File: src/rtl/ysyx_22041211_lsu_pkg.sv
// Shared encodings for the load/store unit:
// load/store type codes and FSM state codes.
package ysyx_22041211_lsu_pkg;

   localparam logic [2:0] LOAD_NONE = 3'd0;
   localparam logic [2:0] LOAD_LB   = 3'd1;
   localparam logic [2:0] LOAD_LH   = 3'd2;
   localparam logic [2:0] LOAD_LW   = 3'd3;
   localparam logic [2:0] LOAD_LBU  = 3'd4;
   localparam logic [2:0] LOAD_LHU  = 3'd5;

   localparam logic [1:0] STORE_NONE = 2'd0;
   localparam logic [1:0] STORE_SB   = 2'd1;
   localparam logic [1:0] STORE_SH   = 2'd2;
   localparam logic [1:0] STORE_SW   = 2'd3;

   localparam logic [1:0] LSU_IDLE     = 2'd0;
   localparam logic [1:0] LSU_REQ      = 2'd1;
   localparam logic [1:0] LSU_RESP     = 2'd2;
   localparam logic [1:0] LSU_WB_VALID = 2'd3;

   // Reserved load codes and load+store combos
   // collapse to "no load"; the store wins.
   function automatic logic [2:0] eff_load(
      input logic [2:0] ld,
      input logic [1:0] st
   );
      if (st != STORE_NONE || ld > LOAD_LHU)
         return LOAD_NONE;
      return ld;
   endfunction

endpackage

File: src/rtl/ysyx_22041211_lsu_align.sv
// Byte-lane steering for the LSU: store shift
// and strobes, load extract/extend, misalign.
module ysyx_22041211_lsu_align
   import ysyx_22041211_lsu_pkg::*;
(
   input  logic [2:0]  i_load_type,
   input  logic [1:0]  i_store_type,
   input  logic [1:0]  i_addr_lo,
   input  logic [31:0] i_wdata,
   input  logic [31:0] i_rdata,
   output logic        o_is_load,
   output logic        o_is_store,
   output logic        o_misalign,
   output logic [3:0]  o_wstrb,
   output logic [31:0] o_wdata,
   output logic [31:0] o_rdata_ext
);

   logic [2:0]  w_ld;
   logic        w_half;
   logic        w_word;
   logic [31:0] w_bshift;
   logic [31:0] w_hshift;
   logic [7:0]  w_byte;
   logic [15:0] w_half_d;

   assign w_ld       = eff_load(i_load_type, i_store_type);
   assign o_is_load  = (w_ld != LOAD_NONE);
   assign o_is_store = (i_store_type != STORE_NONE);

   // Halfword needs even address, word needs 4-aligned.
   always_comb begin
      w_half = (w_ld == LOAD_LH) || (w_ld == LOAD_LHU) ||
               (i_store_type == STORE_SH);
      w_word = (w_ld == LOAD_LW) || (i_store_type == STORE_SW);
      o_misalign = (w_half & i_addr_lo[0]) |
                   (w_word & (i_addr_lo != 2'b00));
   end

   // Replicate store data across lanes; strobe picks the lane.
   always_comb begin
      o_wstrb = 4'b0000;
      o_wdata = i_wdata;
      case (i_store_type)
         STORE_SB: begin
            o_wstrb = 4'b0001 << i_addr_lo;
            o_wdata = {4{i_wdata[7:0]}};
         end
         STORE_SH: begin
            o_wstrb = i_addr_lo[1] ? 4'b1100 : 4'b0011;
            o_wdata = {2{i_wdata[15:0]}};
         end
         STORE_SW: o_wstrb = 4'b1111;
         default:  o_wstrb = 4'b0000;
      endcase
   end

   assign w_bshift = i_rdata >> {i_addr_lo, 3'b000};
   assign w_hshift = i_rdata >> {i_addr_lo[1], 4'b0000};
   assign w_byte   = w_bshift[7:0];
   assign w_half_d = w_hshift[15:0];

   // Pick the addressed byte/half and extend it.
   always_comb begin
      o_rdata_ext = i_rdata;
      case (w_ld)
         LOAD_LB:  o_rdata_ext = {{24{w_byte[7]}}, w_byte};
         LOAD_LH:  o_rdata_ext = {{16{w_half_d[15]}}, w_half_d};
         LOAD_LBU: o_rdata_ext = {24'd0, w_byte};
         LOAD_LHU: o_rdata_ext = {16'd0, w_half_d};
         default:  o_rdata_ext = i_rdata;
      endcase
   end

endmodule

File: src/rtl/ysyx_22041211_lsu.sv
// Load/store stage: captures the execute bundle, runs
// one data-memory transaction, presents a WB bundle.
module ysyx_22041211_lsu
   import ysyx_22041211_lsu_pkg::*;
#(
   parameter int DATA_LEN = 32
) (
   input  logic                clk,
   input  logic                rst,
   input  logic                exu_valid_i,
   output logic                lsu_ready_o,
   input  logic [2:0]          load_type_i,
   input  logic [1:0]          store_type_i,
   input  logic [DATA_LEN-1:0] alu_result_i,
   input  logic [DATA_LEN-1:0] mem_wdata_i,
   input  logic                wd_i,
   input  logic [4:0]          wreg_i,
   input  logic [DATA_LEN-1:0] csr_wdata_i,
   input  logic [DATA_LEN-1:0] csr_mcause_i,
   input  logic                branch_request_i,
   input  logic [DATA_LEN-1:0] pc_i,
   output logic                dmem_req_o,
   input  logic                dmem_gnt_i,
   output logic [DATA_LEN-1:0] dmem_addr_o,
   output logic                dmem_wen_o,
   output logic [DATA_LEN-1:0] dmem_wdata_o,
   output logic [3:0]          dmem_wstrb_o,
   input  logic                dmem_rvalid_i,
   input  logic [DATA_LEN-1:0] dmem_rdata_i,
   output logic                wb_valid_o,
   input  logic                wb_ready_i,
   output logic                wb_wd_o,
   output logic [4:0]          wb_wreg_o,
   output logic [DATA_LEN-1:0] wb_wdata_o,
   output logic [DATA_LEN-1:0] wb_csr_wdata_o,
   output logic [DATA_LEN-1:0] wb_csr_mcause_o,
   output logic                wb_branch_request_o,
   output logic [DATA_LEN-1:0] wb_pc_o,
   output logic                wb_misalign_o
);

   logic [1:0]          r_state;
   logic [2:0]          r_load;
   logic [1:0]          r_store;
   logic [DATA_LEN-1:0] r_addr;
   logic [DATA_LEN-1:0] r_mem_wdata;
   logic                r_wd;
   logic [4:0]          r_wreg;
   logic [DATA_LEN-1:0] r_csr_wdata;
   logic [DATA_LEN-1:0] r_mcause;
   logic                r_branch;
   logic [DATA_LEN-1:0] r_pc;
   logic [DATA_LEN-1:0] r_wb_wdata;
   logic                r_misalign;

   logic                w_idle;
   logic                w_req;
   logic [2:0]          w_sel_load;
   logic [1:0]          w_sel_store;
   logic [1:0]          w_sel_lo;
   logic                w_is_load;
   logic                w_is_store;
   logic                w_misalign;
   logic [3:0]          w_wstrb;
   logic [DATA_LEN-1:0] w_wdata;
   logic [DATA_LEN-1:0] w_rdata_ext;

   assign w_idle = (r_state == LSU_IDLE);
   assign w_req  = (r_state == LSU_REQ);

   // In IDLE the aligner sees the incoming bundle so the
   // misalign decision is ready at accept; later, the latch.
   assign w_sel_load  = w_idle ? load_type_i  : r_load;
   assign w_sel_store = w_idle ? store_type_i : r_store;
   assign w_sel_lo    = w_idle ? alu_result_i[1:0] : r_addr[1:0];

   ysyx_22041211_lsu_align u_align (
      .i_load_type  (w_sel_load),
      .i_store_type (w_sel_store),
      .i_addr_lo    (w_sel_lo),
      .i_wdata      (r_mem_wdata),
      .i_rdata      (dmem_rdata_i),
      .o_is_load    (w_is_load),
      .o_is_store   (w_is_store),
      .o_misalign   (w_misalign),
      .o_wstrb      (w_wstrb),
      .o_wdata      (w_wdata),
      .o_rdata_ext  (w_rdata_ext)
   );

   // FSM plus bundle capture; load data lands on rvalid.
   always_ff @(posedge clk) begin
      if (rst) begin
         r_state     <= LSU_IDLE;
         r_load      <= LOAD_NONE;
         r_store     <= STORE_NONE;
         r_addr      <= '0;
         r_mem_wdata <= '0;
         r_wd        <= 1'b0;
         r_wreg      <= '0;
         r_csr_wdata <= '0;
         r_mcause    <= '0;
         r_branch    <= 1'b0;
         r_pc        <= '0;
         r_wb_wdata  <= '0;
         r_misalign  <= 1'b0;
      end else begin
         case (r_state)
            LSU_IDLE: begin
               if (exu_valid_i) begin
                  r_load      <= load_type_i;
                  r_store     <= store_type_i;
                  r_addr      <= alu_result_i;
                  r_mem_wdata <= mem_wdata_i;
                  r_wd        <= wd_i & ~w_misalign;
                  r_wreg      <= wreg_i;
                  r_csr_wdata <= csr_wdata_i;
                  r_mcause    <= csr_mcause_i;
                  r_branch    <= branch_request_i;
                  r_pc        <= pc_i;
                  r_wb_wdata  <= alu_result_i;
                  r_misalign  <= w_misalign;
                  if ((w_is_load | w_is_store) & ~w_misalign)
                     r_state <= LSU_REQ;
                  else
                     r_state <= LSU_WB_VALID;
               end
            end
            LSU_REQ: begin
               if (dmem_gnt_i) begin
                  if (dmem_rvalid_i) begin
                     r_state <= LSU_WB_VALID;
                     if (w_is_load)
                        r_wb_wdata <= w_rdata_ext;
                  end else begin
                     r_state <= LSU_RESP;
                  end
               end
            end
            LSU_RESP: begin
               if (dmem_rvalid_i) begin
                  r_state <= LSU_WB_VALID;
                  if (w_is_load)
                     r_wb_wdata <= w_rdata_ext;
               end
            end
            LSU_WB_VALID: begin
               if (wb_ready_i)
                  r_state <= LSU_IDLE;
            end
            default: r_state <= LSU_IDLE;
         endcase
      end
   end

   assign lsu_ready_o  = w_idle;
   assign dmem_req_o   = w_req;
   assign dmem_addr_o  = {r_addr[DATA_LEN-1:2], 2'b00};
   assign dmem_wen_o   = w_req & w_is_store;
   assign dmem_wstrb_o = w_req ? w_wstrb : 4'b0000;
   assign dmem_wdata_o = w_req ? w_wdata : '0;

   assign wb_valid_o          = (r_state == LSU_WB_VALID);
   assign wb_wd_o             = r_wd;
   assign wb_wreg_o           = r_wreg;
   assign wb_wdata_o          = r_wb_wdata;
   assign wb_csr_wdata_o      = r_csr_wdata;
   assign wb_csr_mcause_o     = r_mcause;
   assign wb_branch_request_o = r_branch;
   assign wb_pc_o             = r_pc;
   assign wb_misalign_o       = r_misalign;

endmodule

File: config.mk
export PLATFORM = sky130hd
export DESIGN_NAME = ysyx_22041211_lsu
export DESIGN_NICKNAME = d
export VERILOG_FILES = /design/src/rtl/ysyx_22041211_lsu_pkg.sv /design/src/rtl/ysyx_22041211_lsu_align.sv /design/src/rtl/ysyx_22041211_lsu.sv
export SDC_FILE = /design/constraint.sdc
export NUM_CORES = 1
export LEC_CHECK = 0
export BUFFER_PORTS_ARGS = -buffer_cell sky130_fd_sc_hd__buf_2
export CORE_ASPECT_RATIO = 2
export CORE_MARGIN = 1
export CORE_UTILIZATION = 35
export CTS_CLUSTER_DIAMETER = 60
export CTS_CLUSTER_SIZE = 12
export DETAILED_ROUTE_END_ITERATION = 7
export PLACE_DENSITY = 0.66
export SLEW_MARGIN = 20
export SYNTH_ARGS = -nofsm -noshare
export SYNTH_HDL_FRONTEND = slang
export SYNTH_SLANG_ARGS = --single-unit
File: constraint.sdc
create_clock -name clk -period 8.55 [get_ports clk]
set_input_delay 0.4275 -clock clk [delete_from_list [all_inputs] [get_ports clk]]
set_output_delay 0.4275 -clock clk [all_outputs]
set_load 0.05 [all_outputs]
Yosys cells after proc, flatten, opt, wreduce, memory -nomap -nowiden

Index checks and enable logic that the tools add are counted.

Input port bits: 210
Word-level logic and storage cells: 76
Register bits: 207
Output and inout port bits: 208

Reductions and logical operators: 12
$lt $le $gt $ge: 1
Bitwise gates (word level): 8
Multiplexer cells: 24
Shifts and indexed selects: 3
Equality and inequality tests: 15

Operator list:

| kind                                                 | count |
|---|---|
| two-way mux 32 bit                                   | 5 |
| case mux 32 bit (4 select lines)                     | 1 |
| case mux 32 bit (3 select lines)                     | 1 |
| case mux 32 bit (2 select lines)                     | 1 |
| >> shifter 32 x 5 -> 16 bit                          | 1 |
| >> shifter 32 x 5 -> 8 bit                           | 1 |
| two-way mux 2 bit                                    | 7 |
| case mux 4 bit (3 select lines)                      | 1 |
| two-way mux 3 bit                                    | 3 |
| == test 2 bit, second input constant                 | 4 |
| two-way mux 4 bit                                    | 2 |
| case mux 2 bit (4 select lines)                      | 1 |
| == test 3 x 2 -> 1 bit, second input constant        | 2 |
| == test 3 bit, second input constant                 | 2 |
| != test 2 bit, second input constant                 | 3 |
| nonzero test 3 bit                                   | 2 |
| AND 1 bit                                            | 5 |
| == test 2 x 1 -> 1 bit, second input constant        | 2 |
| logical OR 1 bit                                     | 4 |
| AND reduction 4 bit                                  | 1 |
| nonzero test 2 bit                                   | 2 |
| left shift 1 x 2 -> 4 bit, first input constant      | 1 |
| == test 3 x 1 -> 1 bit, second input constant        | 1 |
| greater-than comparator 3 bit, second input constant | 1 |
| 7 further kinds                                      | 9 |

Depth between registers and ports, before layout

Gate-level depths: netlist (run 1).

Depth after elaboration: 16
Gate-level depth with buffers: 14
Gate-level depth less buffers: 9

Hierarchy

A second synthesis (run 1) with hierarchy kept.

Cell total of the unflattened synthesis: 1,191
Area total of the unflattened synthesis: 9,494.1 µm²

By module, submodules not included:

| module                  | cells each | area an instance (µm²) | times used | sequential area each (µm²) |
|---|---|---|---|---|
| ysyx_22041211_lsu       | 1,002      | 8,067.7                | 1          | 4,144.0 |
| ysyx_22041211_lsu_align | 189        | 1,426.4                | 1          | 0.0 |

Worst setup path before layout (run 1)

OpenSTA, ideal clock, no wires.

Path kind: register to output
Start point: register r_state[0]
End point: output port dmem_wdata_o[24]
Path buffers: 3
Arrival time: 3.601 ns
Cell stages (with the launch flop): 10
Data required time: 8.123 ns
Setup slack: 4.522 ns
Cells stage by stage: dfxtp_1 -> inv_1 -> ha_1 -> buf_6 -> buf_4 -> mux2i_1 -> ha_1 -> buf_1 -> a22oi_1 -> a211oi_1

Longest elaborated chain between the ends: 5
Elaborated cells on any way between the ends: 7
Those cells by class: 3 x eq/ne; 3 x mux; 1 x reduce/logical

Ends and longest elaborated chain:

| what                                                           | line                          | text |
|---|---|---|
| start, declared                                                | ysyx_22041211_lsu.sv:42       | `logic [1:0] r_state;` |
| start signal, assigned                                         | ysyx_22041211_lsu.sv:94       | `r_state <= LSU_IDLE;` |
| start signal, assigned                                         | ysyx_22041211_lsu.sv:124      | `r_state <= LSU_REQ;` |
| start signal, assigned                                         | ysyx_22041211_lsu.sv:126      | `r_state <= LSU_WB_VALID;` |
| logical NOT 2 bit (*)                                          | ysyx_22041211_lsu.sv:68       | `assign w_idle = (r_state == LSU_IDLE);` |
| named net lsu_ready_o                                          | ysyx_22041211_lsu.sv:11       | `output logic lsu_ready_o,` |
| two-way mux 2 bit (*)                                          | ysyx_22041211_lsu.sv:74       | `assign w_sel_store = w_idle ? store_type_i : r_store;` |
| == test 2 bit / == test 2 x 1 -> 1 bit (equally long branches) | ysyx_22041211_lsu_align.sv:44 | `case (i_store_type)` |
| case mux 32 bit (2 select lines) (*)                           | ysyx_22041211_lsu_align.sv:44 |  |
| two-way mux 32 bit (*)                                         | ysyx_22041211_lsu.sv:161      | `assign dmem_wdata_o = w_req ? w_wdata : '0;` |
| end, declared                                                  | ysyx_22041211_lsu.sv:26       | `output logic [DATA_LEN-1:0] dmem_wdata_o,` |

The timed path passes the listed nets; every way through them passes the cells marked *.

Final worst setup path (run 1)

Start point: register r_state[0]
End point: output port dmem_wdata_o[11]

Longest elaborated chain between the ends: 5
Elaborated cells on any way between the ends: 7
Those cells by class: 3 x eq/ne; 3 x mux; 1 x reduce/logical

Ends and longest elaborated chain:

| what                                                           | line |
|---|---|
| logical NOT 2 bit                                              | ysyx_22041211_lsu.sv:68 |
| two-way mux 2 bit                                              | ysyx_22041211_lsu.sv:74 |
| == test 2 bit / == test 2 x 1 -> 1 bit (equally long branches) | ysyx_22041211_lsu_align.sv:44 |
| case mux 32 bit (2 select lines)                               | ysyx_22041211_lsu_align.sv:44 |
| two-way mux 32 bit (*)                                         | ysyx_22041211_lsu.sv:161 |

Every way passes the cells marked *; elsewhere a longest branch is shown, timed or not.

==> metrics, run 1 <==
Worst R2R Start=r_state[0]; # setup viols final=0; Cell Area, Placed=approximately 0.011 mm2; fin nets=approximately 1800; Clock Tree Buf Depth=3; GRT overflow=0; post-layout min period=4.178 ns; H-tree Lvls=1; Worst Setup End Kind=primary output; Netlist cell types=63; DR vias/cell=5.170; Pwr Total=4.281 mW; Worst Reg2Reg Path Length in Cells=8; Post-Syn Instances=about 1200; P per Cell Area=roughly 360 mW/mm2; clk sink count=between 200 and 250; Hold Crit Depth=3; Leakage=about 5.4 nW; CP Cell Sequence=inv_1 > ha_1 > mux2i_1 > ha_1 > nand2b_1 > a22oi_1 > nor2_1 > buf_2; Total Wirelength=between 30000 and 40000 um; Syn. warnings=0; number of cells on the critical path=8; fin cells=1883; sequential power share=0.296; switching portion of total power=0.4984; Die X=118.0 um; setup slack, reg-to-reg=around 4.7 ns; Max Freq=between 200 and 250 MHz; RSZ-0062 raised after global routing=false; reg2reg end=wb_wdata_o[27]; num rows=84; register area=just over 0.004 mm2; Yosys reg bits=slightly above 200; global-route usage over all layers=0.2308; crit-path max FO=34; Post-Place Cells=~1900; final max-slew violation count=0; Max VDD drop=about 230 uV; Worst path slowest cell=ha_1; Root Driver=clkbuf_16; Post-CTS Hold Fix Bufs=0; final period utilization=0.4887; Slew @ Worst Pin=about 1.1 ns; share of cells above drive strength 1=0.3138; Pre-antenna DRT Iters=5; vias in the first global route=8981; Sw Pwr=2.134 mW; Clk pwr share=0.190; TritonCTS clock tree=done; post-route cell area=between 0.01 and 0.015 mm2; Post-CTS Resized=0; Max Cap Violations=0; post-CTS setup buffers=0; Max-slew headroom=0.2998; drt first-iter violations=between 600 and 700; first-pass GRT wire length=49730 um; worst skew pair latency=approximately 0.51 ns; Routability Congestion=approximately 0.91; IO Pins=around 420; Worst setup endpoint=dmem_wdata_o[11]; share of flip-flops with an asynchronous set or reset=0; CP Launch Type=flip-flop; area added between synthesis and finish=26.84%; setup_tns=0 ns; WP buf/inv=2; Clock Skew=~0.01 ns; clk slew on worst S/H paths=0.06 ns; Core ar.=about 0.026 mm2; pin count of the biggest net entering global routing=~100; critical path class=flip-flop to primary output; CP delay by family, top=adder cells; Min Hold Slack=approximately 0.15 ns; total CTS buffers=21; vias=9735; sequential area share after synthesis=0.4401; Crit path arrival time=around 3.8 ns; Fill cells=between 2000 and 3000; most numerous cell on the critical path=ha_1; Antenna Nets Post-Route=0; hpwl dp=approximately 25000 um; Netlist Area Pre-Place=0.009415 mm2; Hold Fails Final Rpt=0; Req. time, crit path=8.12 ns; combinational share of power=0.514; Vert. Die Dim=approximately 230 um; Post-synth EDFFs=0; worst setup path start=r_state[0]; antenna violations before repair=9; worst stage delay on the critical path=0.85 ns; DR DRC count=0; Port Buffers=between 400 and 500; Synth Flop Type=dfxtp_1; Hold Crit Class=input pin to flip-flop; Int Pwr=2.148 mW; status=finished clean; syn_area_per_cell=between 7 and 8 um2; full die area=0.02760 mm2; Starting Density=0.3569; area of the multi-input gates=approximately 0.0045 mm2; wire length per cell=18.09 um
[tightest hold or removal path: stages]
cell and delay (ns):
buf_2 0.09, nand2_1 0.04, a21oi_1 0.05
[synth_stat cells, drive strengths merged, types with 2 or more instances]
master	n	area, um2
nand2	365	1370
a2111oi	2	23.77
o211ai	14	110.1
a22oi	17	127.6
nand2b	9	56.30
a21oi	187	935.9
clkbuf	82	310.3
a31o	2	17.52
a221oi	8	70.07
o22ai	2	12.51
o21a	5	37.54
nand3	36	180.2
nand4	4	31.28
nor2	35	133.9
and2	11	68.82
or2	8	50.05
xor2	2	17.52
a211oi	34	255.2
dfxtp	207	4144
buf	50	367.9
mux2	4	48.79
o41ai	8	107.6
o221ai	2	17.52
mux2i	16	180.2
o21ai	29	156.4
o2111ai	7	61.31
inv	24	90.08
ha	9	112.6
o2bb2ai	16	140.1
[routing by layer]
layer | wire length, um | track usage | vias up
li1 | - | - | 4722
met3 | 1888 | 0.04159 | 78
met1 | 12030 | 0.2340 | 4555
met2 | 18680 | 0.4463 | 378
met5 | 17 | 0 | -
met4 | 1445 | 0.1162 | 2
[how the worst min path moves through the flow]
stage	startpoint	end	slack, ns
after detailed placement	wb_csr_mcause_o[17]	wb_csr_mcause_o[17]	0.44
after floorplan	r_store[0]	r_store[0]	0.44
final	csr_wdata_i[24]	wb_csr_wdata_o[24]	0.15
after global placement	wb_pc_o[3]	wb_pc_o[3]	0.44
after global routing	csr_mcause_i[31]	wb_csr_mcause_o[31]	0.13
after CTS	pc_i[6]	wb_pc_o[6]	0.12
[layout make-up]
cell class / instances / share of cell area
timing repair buffer: 424 / 0.1818
tap: 344 / 0.03604
sequential: 207 / 0.3470
clock inverter: 3 / 0.001781
multi-input combinational: 853 / 0.3803
clock buffer: 22 / 0.04432
inverter: 24 / 0.007543
antenna: 6 / 0.001257
[logic make-up after synthesis]
family	count (synthesis)	synth area share
AOI/OAI and AO/OA	340	0.2267
xor gates and xnor gates	3	0.002791
adders and majority gates	9	0.01196
buffers and inverters	156	0.08159
DFF	207	0.4401
muxes	21	0.02671
other	1	0.0003983
and+or+nand+nor	478	0.2097
[stage by stage]
step	setup slack, ns	util
6_report	4.372	0.4527
5_1_grt	4.038	0.4525
4_1_cts	4.386	0.4511
3_5_place_dp	4.694	0.4302
3_3_place_gp	4.759	0.4302
2_1_floorplan	4.522	-
[state kept, by name (all words and copies together) (netlist names)]
| register | count |
|---|---|
| r_addr | 32 |
| r_mem_wdata | 32 |
| wb_csr_mcause_o | 32 |
| wb_csr_wdata_o | 32 |
| wb_pc_o | 32 |
| wb_wdata_o | 32 |
| wb_wreg_o | 5 |
| r_load | 3 |
| r_state | 2 |
| r_store | 2 |
| wb_branch_request_o | 1 |
| wb_misalign_o | 1 |
| wb_wd_o | 1 |
[power groups by stage]
stage          clock (mW)  combinational (mW)  sequential (mW)
2_1_floorplan           0                1.29             1.71
3_3_place_gp            0                2.17             1.28
3_5_place_dp            0                2.20             1.29
4_1_cts             0.837                2.20             1.27
5_1_grt             0.872                2.34             1.29
6_report            0.813                2.20             1.27
[placed cells by master, fill, tap and decap left out, types with 3 or more instances in the layout]
cell type and count:
buf_2 414, a22oi_1 17, and2_1 10, a221oi_1 8
dfxtp_1 207, o41ai_1 3, mux2i_1 12, buf_4 8
nor2_1 34, o2bb2ai_1 16, o41ai_2 5, nand2_1 364
diode_2 6, nand2b_1 9, a211oi_1 34, nand3_1 36
o2111ai_1 7, mux2_2 3, o21a_1 5, nand4_1 3
inv_1 23, or2_2 8, o211ai_1 13, clkbuf_16 21
ha_1 9, a21oi_1 187, o21ai_0 28
Note: power is estimated with default switching activity, not from simulation.
==> run 2: changes to the inputs <==
--- a/config.mk
+++ b/config.mk
@@ -5,6 +5,7 @@
 export SDC_FILE = /design/constraint.sdc
 export NUM_CORES = 1
 export LEC_CHECK = 0
+export ABC_AREA = 1
 export BUFFER_PORTS_ARGS = -buffer_cell sky130_fd_sc_hd__buf_2
 export CORE_ASPECT_RATIO = 2
 export CORE_MARGIN = 1
==> constraint.sdc (replaced) <==
create_clock -name clk -period 4.2 [get_ports clk]
set_input_delay 0.21 -clock clk [delete_from_list [all_inputs] [get_ports clk]]
set_output_delay 0.21 -clock clk [all_outputs]
set_load 0.05 [all_outputs]
==> metrics, run 2 <==
Routability Congestion=roughly 0.89; Int Pwr=slightly below 5 mW; num rows=86; status=finished clean; final setup margin=0.2483 ns; global-route usage over all layers=0.2420; commonest non-fill, non-tap cells in the layout=415 x buf_2, 356 x nor2_1, 231 x o21ai_0; wire length per cell=around 16 um; worst skew pair latency=around 0.51 ns; Leakage=a little under 7 nW; share of flip-flops with an asynchronous set or reset=0; H-tree Lvls=1; Clk pwr share=0.157; CP Cell Sequence=inv_1 > ha_1 > buf_4 > inv_2 > or2_2 > o21ai_0 > ha_1 > o21ai_0 > o21ai_0 > buf_2; clk sink count=approximately 210; vias=between 10000 and 15000; Port Buffers=between 400 and 500; Clock Tree Buf Depth=3; share of the synthesized area in the top cell type=0.4257; area added between synthesis and finish=42.56%; Netlist Area Pre-Place=between 0.009 and 0.01 mm2; switching portion of total power=0.5339; sequential power share=0.263; Post-Place Cells=2065; first-pass GRT wire length=between 50000 and 60000 um; RSZ-0062 raised after global routing=true; Max-slew headroom=0.4575; share of cells above drive strength 1=0.2660; Req. time, crit path=between 3 and 4 ns; drt first-iter violations=575; Post-synth EDFFs=0; Worst Setup End Kind=primary output; antenna violations before repair=2; Slew @ Worst Pin=a little over 0.8 ns; full die area=0.02852 mm2; sequential area share after synthesis=0.4257; Core ar.=0.02744 mm2; most frequent cell after synthesis=nor2_1; vias in the first global route=between 10000 and 15000; met3 Usage GRT=0.03824; dominant cells by area after synthesis=dfxtp_1 43%, nor2_1 14%, o21ai_0 12%; syn_area_per_cell=just under 7 um2; Max Cap Violations=0; Clock Skew=~0.011 ns; Total Wirelength=36250 um; Post-synth top cells=356 x nor2_1, 231 x o21ai_0, 207 x dfxtp_1; worst stage delay on the critical path=approximately 0.7 ns; Final Util=0.5057; met2 usage=0.4687; Fill cells=approximately 2600; Synth Flop Type=dfxtp_1; clk slew on worst S/H paths=0.06 ns; GR peak layer=met2; most numerous cell on the critical path=o21ai_0; DR DRC count=0; Vert. Die Dim=around 240 um; IO Pins=between 400 and 500; fin nets=between 2000 and 2500; P per Cell Area=~760 mW/mm2; CP Launch Type=flip-flop; post-CTS setup buffers=0; hpwl dp=~25000 um; Crit path arrival time=around 3.7 ns; Worst path slowest cell=ha_1; Post-Syn Instances=between 1000 and 1500; final period utilization=0.9409; TritonCTS clock tree=done; total CTS buffers=21; most common cell after layout, fill and taps aside=buf_2; Netlist cell types=34; pin count of the biggest net entering global routing=around 120; GRT overflow=0; Die X=about 120 um; Hold Fails Final Rpt=0; critical path class=flip-flop to primary output; Yosys reg bits=~210; Max VDD drop=around 440 uV; Hold Crit Class=input pin to flip-flop; post-layout min period=roughly 4.0 ns; Root Driver=clkbuf_16; Antenna Nets Post-Route=0; met1 Use GR=0.2421; leading area contributor after synthesis=dfxtp_1; combinational share of power=0.580; Max Freq=253.1 MHz; worst slack, placed=0.4550 ns; # setup viols final=0; DR vias/cell=about 4.9; Sw Pwr=around 5.7 mW; Pre-antenna DRT Iters=7; Starting Density=0.3548; fin cells=about 2300; crit-path max FO=16; final max-slew violation count=0; Syn. warnings=0
[run 2: cells by family (layout without fill, tap and decap cells)]
logic type / count (synthesis) / count (layout) / share of synthesized area
DFF: 207 / 207 / 0.4257
other: 1 / 3 / 0.0003852
AOI/OAI and AO/OA: 324 / 324 / 0.1702
buffers and inverters: 218 / 702 / 0.1062
adders and majority gates: 9 / 9 / 0.01157
and+or+nand+nor: 658 / 658 / 0.2860
[run 2: critical path: cells and delay by family (launching register included)]
kind                     cells  cell delay, ns
AND/OR/NAND/NOR              1            0.15
flip-flops                   1            0.40
AO/OA/AOI/OAI                3            0.97
adder cells (fa/ha/maj)      2            0.88
buffers and inverters        4            0.81
[run 2: area by class of cell]
type	count	area (um2)	area share
Tap cell	352	440.4	0.03174
Inverter	86	334.1	0.02407
Timing Repair Buffer	591	3834	0.2763
Multi-Input combinational cell	993	4568	0.3292
Clock buffer	22	529.3	0.03814
Timing Repair inverter	1	7.507	0.0005410
Sequential cell	207	4144	0.2986
Clock inverter	2	17.52	0.001262
Antenna cell	1	2.502	0.0001803
[run 2: final timing paths]
path | startpoint | endpoint | slack, ns | cells after the start
setup / recovery | r_state[0] | dmem_wdata_o[16] | 0.25 | 10
hold / removal | alu_result_i[29] | r_addr[29] | 0.006 | 3
setup reg to reg | r_state[1] | wb_wdata_o[0] | 0.44 | 13
hold reg to reg | r_mem_wdata[8] | r_mem_wdata[8] | 0.48 | 2
[run 2: power groups by stage]
stage                     clock network, mW  registers, mW  logic, mW
after floorplan                           0           4.02       3.53
after global placement                    0           2.80       5.90
after detailed placement                  0           2.82       5.97
after CTS                              1.73           2.78       6.10
after global routing                   1.78           2.84       6.66
final                                  1.66           2.79       6.15
[run 2: metal layers]
metal | vias up | wire [um]
met2 | 398 | 19530
met3 | 91 | 1939
li1 | 5462 | -
met5 | - | 11
met1 | 5071 | 13080
met4 | 2 | 1686
[run 2: through the flow]
stage | area (um2) | hold WS [ns] | setup TNS [ns] | power [mW]
after floorplan | 9738 | 0.2791 | 0 | 7.551
after global placement | 11670 | 0.4540 | 0 | 8.699
after detailed placement | 11670 | 0.4586 | 0 | 8.785
after CTS | 13860 | 0.0003041 | 0 | 10.61
after global routing | 13880 | 0.02826 | -0.01508 | 11.28
final | 13880 | 0.005758 | 0 | 10.60
[run 2: timing repair]
item                       in CTS  in global routing
hold buffers                  164                  0
hold endpoints to repair      177                  0
resized for setup               0                  2
setup endpoints to repair       0                  9
==> run 3: changes to the inputs <==
--- a/config.mk
+++ b/config.mk
@@ -10,6 +10,7 @@
 export CORE_ASPECT_RATIO = 2
 export CORE_MARGIN = 1
 export CORE_UTILIZATION = 35
+export CTS_BUF_LIST = sky130_fd_sc_hd__clkbuf_8
 export CTS_CLUSTER_DIAMETER = 60
 export CTS_CLUSTER_SIZE = 12
 export DETAILED_ROUTE_END_ITERATION = 7
==> metrics, run 3 (same netlist as run 2, synthesis figures left out) <==
Worst Setup End Kind=primary output; final setup margin=0.2186 ns; DR vias/cell=about 5; vias in the first global route=roughly 11000; Vert. Die Dim=~240 um; worst stage delay on the critical path=a little under 0.7 ns; Post-Place Cells=around 2100; Die X=around 120 um; Max VDD drop=379.5 uV; final period utilization=0.9480; Pre-antenna DRT Iters=7; Clock Tree Buf Depth=3; total CTS buffers=21; worst skew pair latency=roughly 0.55 ns; CP Cell Sequence=inv_1 > ha_1 > buf_4 > inv_2 > or2_2 > o21ai_0 > ha_1 > clkinvlp_4 > a21oi_1 > o21ai_0 > nand2_1 > a21oi_1 > buf_2; clk sink count=approximately 210; Sw Pwr=approximately 5.6 mW; combinational share of power=0.609; Crit path arrival time=approximately 3.8 ns; GRT overflow=0; Worst path slowest cell=ha_1; Clock Skew=0.01575 ns; commonest non-fill, non-tap cells in the layout=415 x buf_2, 356 x nor2_1, 231 x o21ai_0; Int Pwr=4.504 mW; post-route cell area=0.01373 mm2; crit-path max FO=16; most common cell after layout, fill and taps aside=buf_2; Fill cells=~2700; Core ar.=between 0.02 and 0.03 mm2; DR DRC count=0; Root Driver=clkbuf_8; drt first-iter violations=approximately 660; Hold Crit Depth=5; Routability Congestion=just under 0.9; post-layout min period=around 4 ns; num rows=86; area of the multi-input gates=roughly 0.0046 mm2; Max Cap Violations=0; IO Pins=418; TritonCTS clock tree=done; full die area=about 0.029 mm2; share of cells above drive strength 1=0.2649; Slew @ Worst Pin=approximately 0.79 ns; first-pass GRT wire length=between 50000 and 60000 um; CP Launch Type=flip-flop; register area=between 0.004 and 0.005 mm2; fin nets=2128; Max Freq=~250 MHz; status=finished clean; Clk pwr share=0.115; Worst Reg2Reg Path Length in Cells=12; global-route usage over all layers=0.2433; pin count of the biggest net entering global routing=122; sequential power share=0.276; # setup viols final=0; Total Wirelength=around 36000 um; Final Util=0.5004; antenna violations before repair=6; P per Cell Area=approximately 730 mW/mm2; critical path class=flip-flop to primary output; setup_tns=0 ns; Port Buffers=between 400 and 500; Starting Density=0.3548; wire length per cell=between 15 and 20 um; Req. time, crit path=between 3 and 4 ns; final max-slew violation count=0; Hold Crit Class=input pin to flip-flop; vias=~11000; Hold Fails Final Rpt=0; H-tree Lvls=1; Cell Area, Placed=~0.012 mm2; worst slack, placed=~0.45 ns; Leakage=between 6 and 7 nW; RSZ-0062 raised after global routing=true; hpwl dp=around 25000 um; switching portion of total power=0.5537; post-CTS setup buffers=0; clk slew on worst S/H paths=roughly 0.090 ns; Antenna Nets Post-Route=0; Max-slew headroom=0.4708; area added between synthesis and finish=41.04%; fin cells=about 2300
## run 3: cell count changes in the layout (fill, tap and decap cells not counted)
cell / previous run / this run
clkinvlp_4: 2 / 3
inv_1: 80 / 81
diode_2: 1 / 5
inv_6: 3 / 2
clkbuf_1: 1 / 0
dlygate4sd3_1: 164 / 172
clkbuf_8: 0 / 21
clkbuf_16: 21 / 0
## run 3: final cells by class
| type | instances | share of cell area |
|---|---|---|
| clock inverters | 3 | 0.001458 |
| repair inverters | 1 | 0.0005468 |
| flip-flops and latches | 207 | 0.3018 |
| diodes | 5 | 0.0009113 |
| inverters | 86 | 0.02433 |
| multi-input cells | 993 | 0.3327 |
| well taps | 352 | 0.03208 |
| repair buffers | 599 | 0.2851 |
| clock buffers | 21 | 0.02105 |
## run 3: timing repair
| action | 4_1_cts | 5_1_grt |
|---|---|---|
| hold buffers | 172 | 0 |
| hold endpoints to repair | 198 | 0 |
| setup endpoints to repair | 0 | 17 |
| gates resized for setup | 0 | 2 |
## run 3: power by group through the flow
stage | clock (mW) | sequential (mW) | combinational, mW
finish | 1.16 | 2.79 | 6.15
global route | 1.27 | 2.84 | 6.67
CTS | 1.22 | 2.78 | 6.11
detailed placement | 0 | 2.82 | 5.97
global placement | 0 | 2.80 | 5.90
floorplan | 0 | 4.02 | 3.53
## run 3: layer usage
metal	GRT usage	part of all wire	vias to the layer above
met4	0.1277	0.048	2
met3	0.03800	0.054	98
met2	0.4687	0.54	432
met5	0	0.00030	-
met1	0.2442	0.36	5073
li1	-	-	5480
## run 3: per-stage QoR
| step | total power, mW | hold WS [ns] |
|---|---|---|
| floorplan | 7.551 | 0.2791 |
| global placement | 8.699 | 0.4540 |
| detailed placement | 8.785 | 0.4586 |
| CTS | 10.10 | 0.01622 |
| global route | 10.79 | 0.05242 |
| finish | 10.09 | 0.06140 |
## run 3: critical path, delay by kind of cell, from the launching register on
| family | cells | cell delay, ns |
|---|---|---|
| compound gates | 4 | 0.53 |
| fa+ha+maj | 2 | 0.88 |
| buf+inv | 5 | 1.12 |
| flops | 1 | 0.41 |
| simple gates | 2 | 0.27 |
## run 3: path summary, 6_finish.rpt
kind,startpoint,endpoint,slack (ns)
worst max-delay path,r_state[0],dmem_wdata_o[9],0.22
worst min-delay path,dmem_rdata_i[2],wb_wdata_o[2],0.06
worst max register to register,r_state[1],wb_wdata_o[15],0.46
worst min register to register,wb_pc_o[1],wb_pc_o[1],0.48
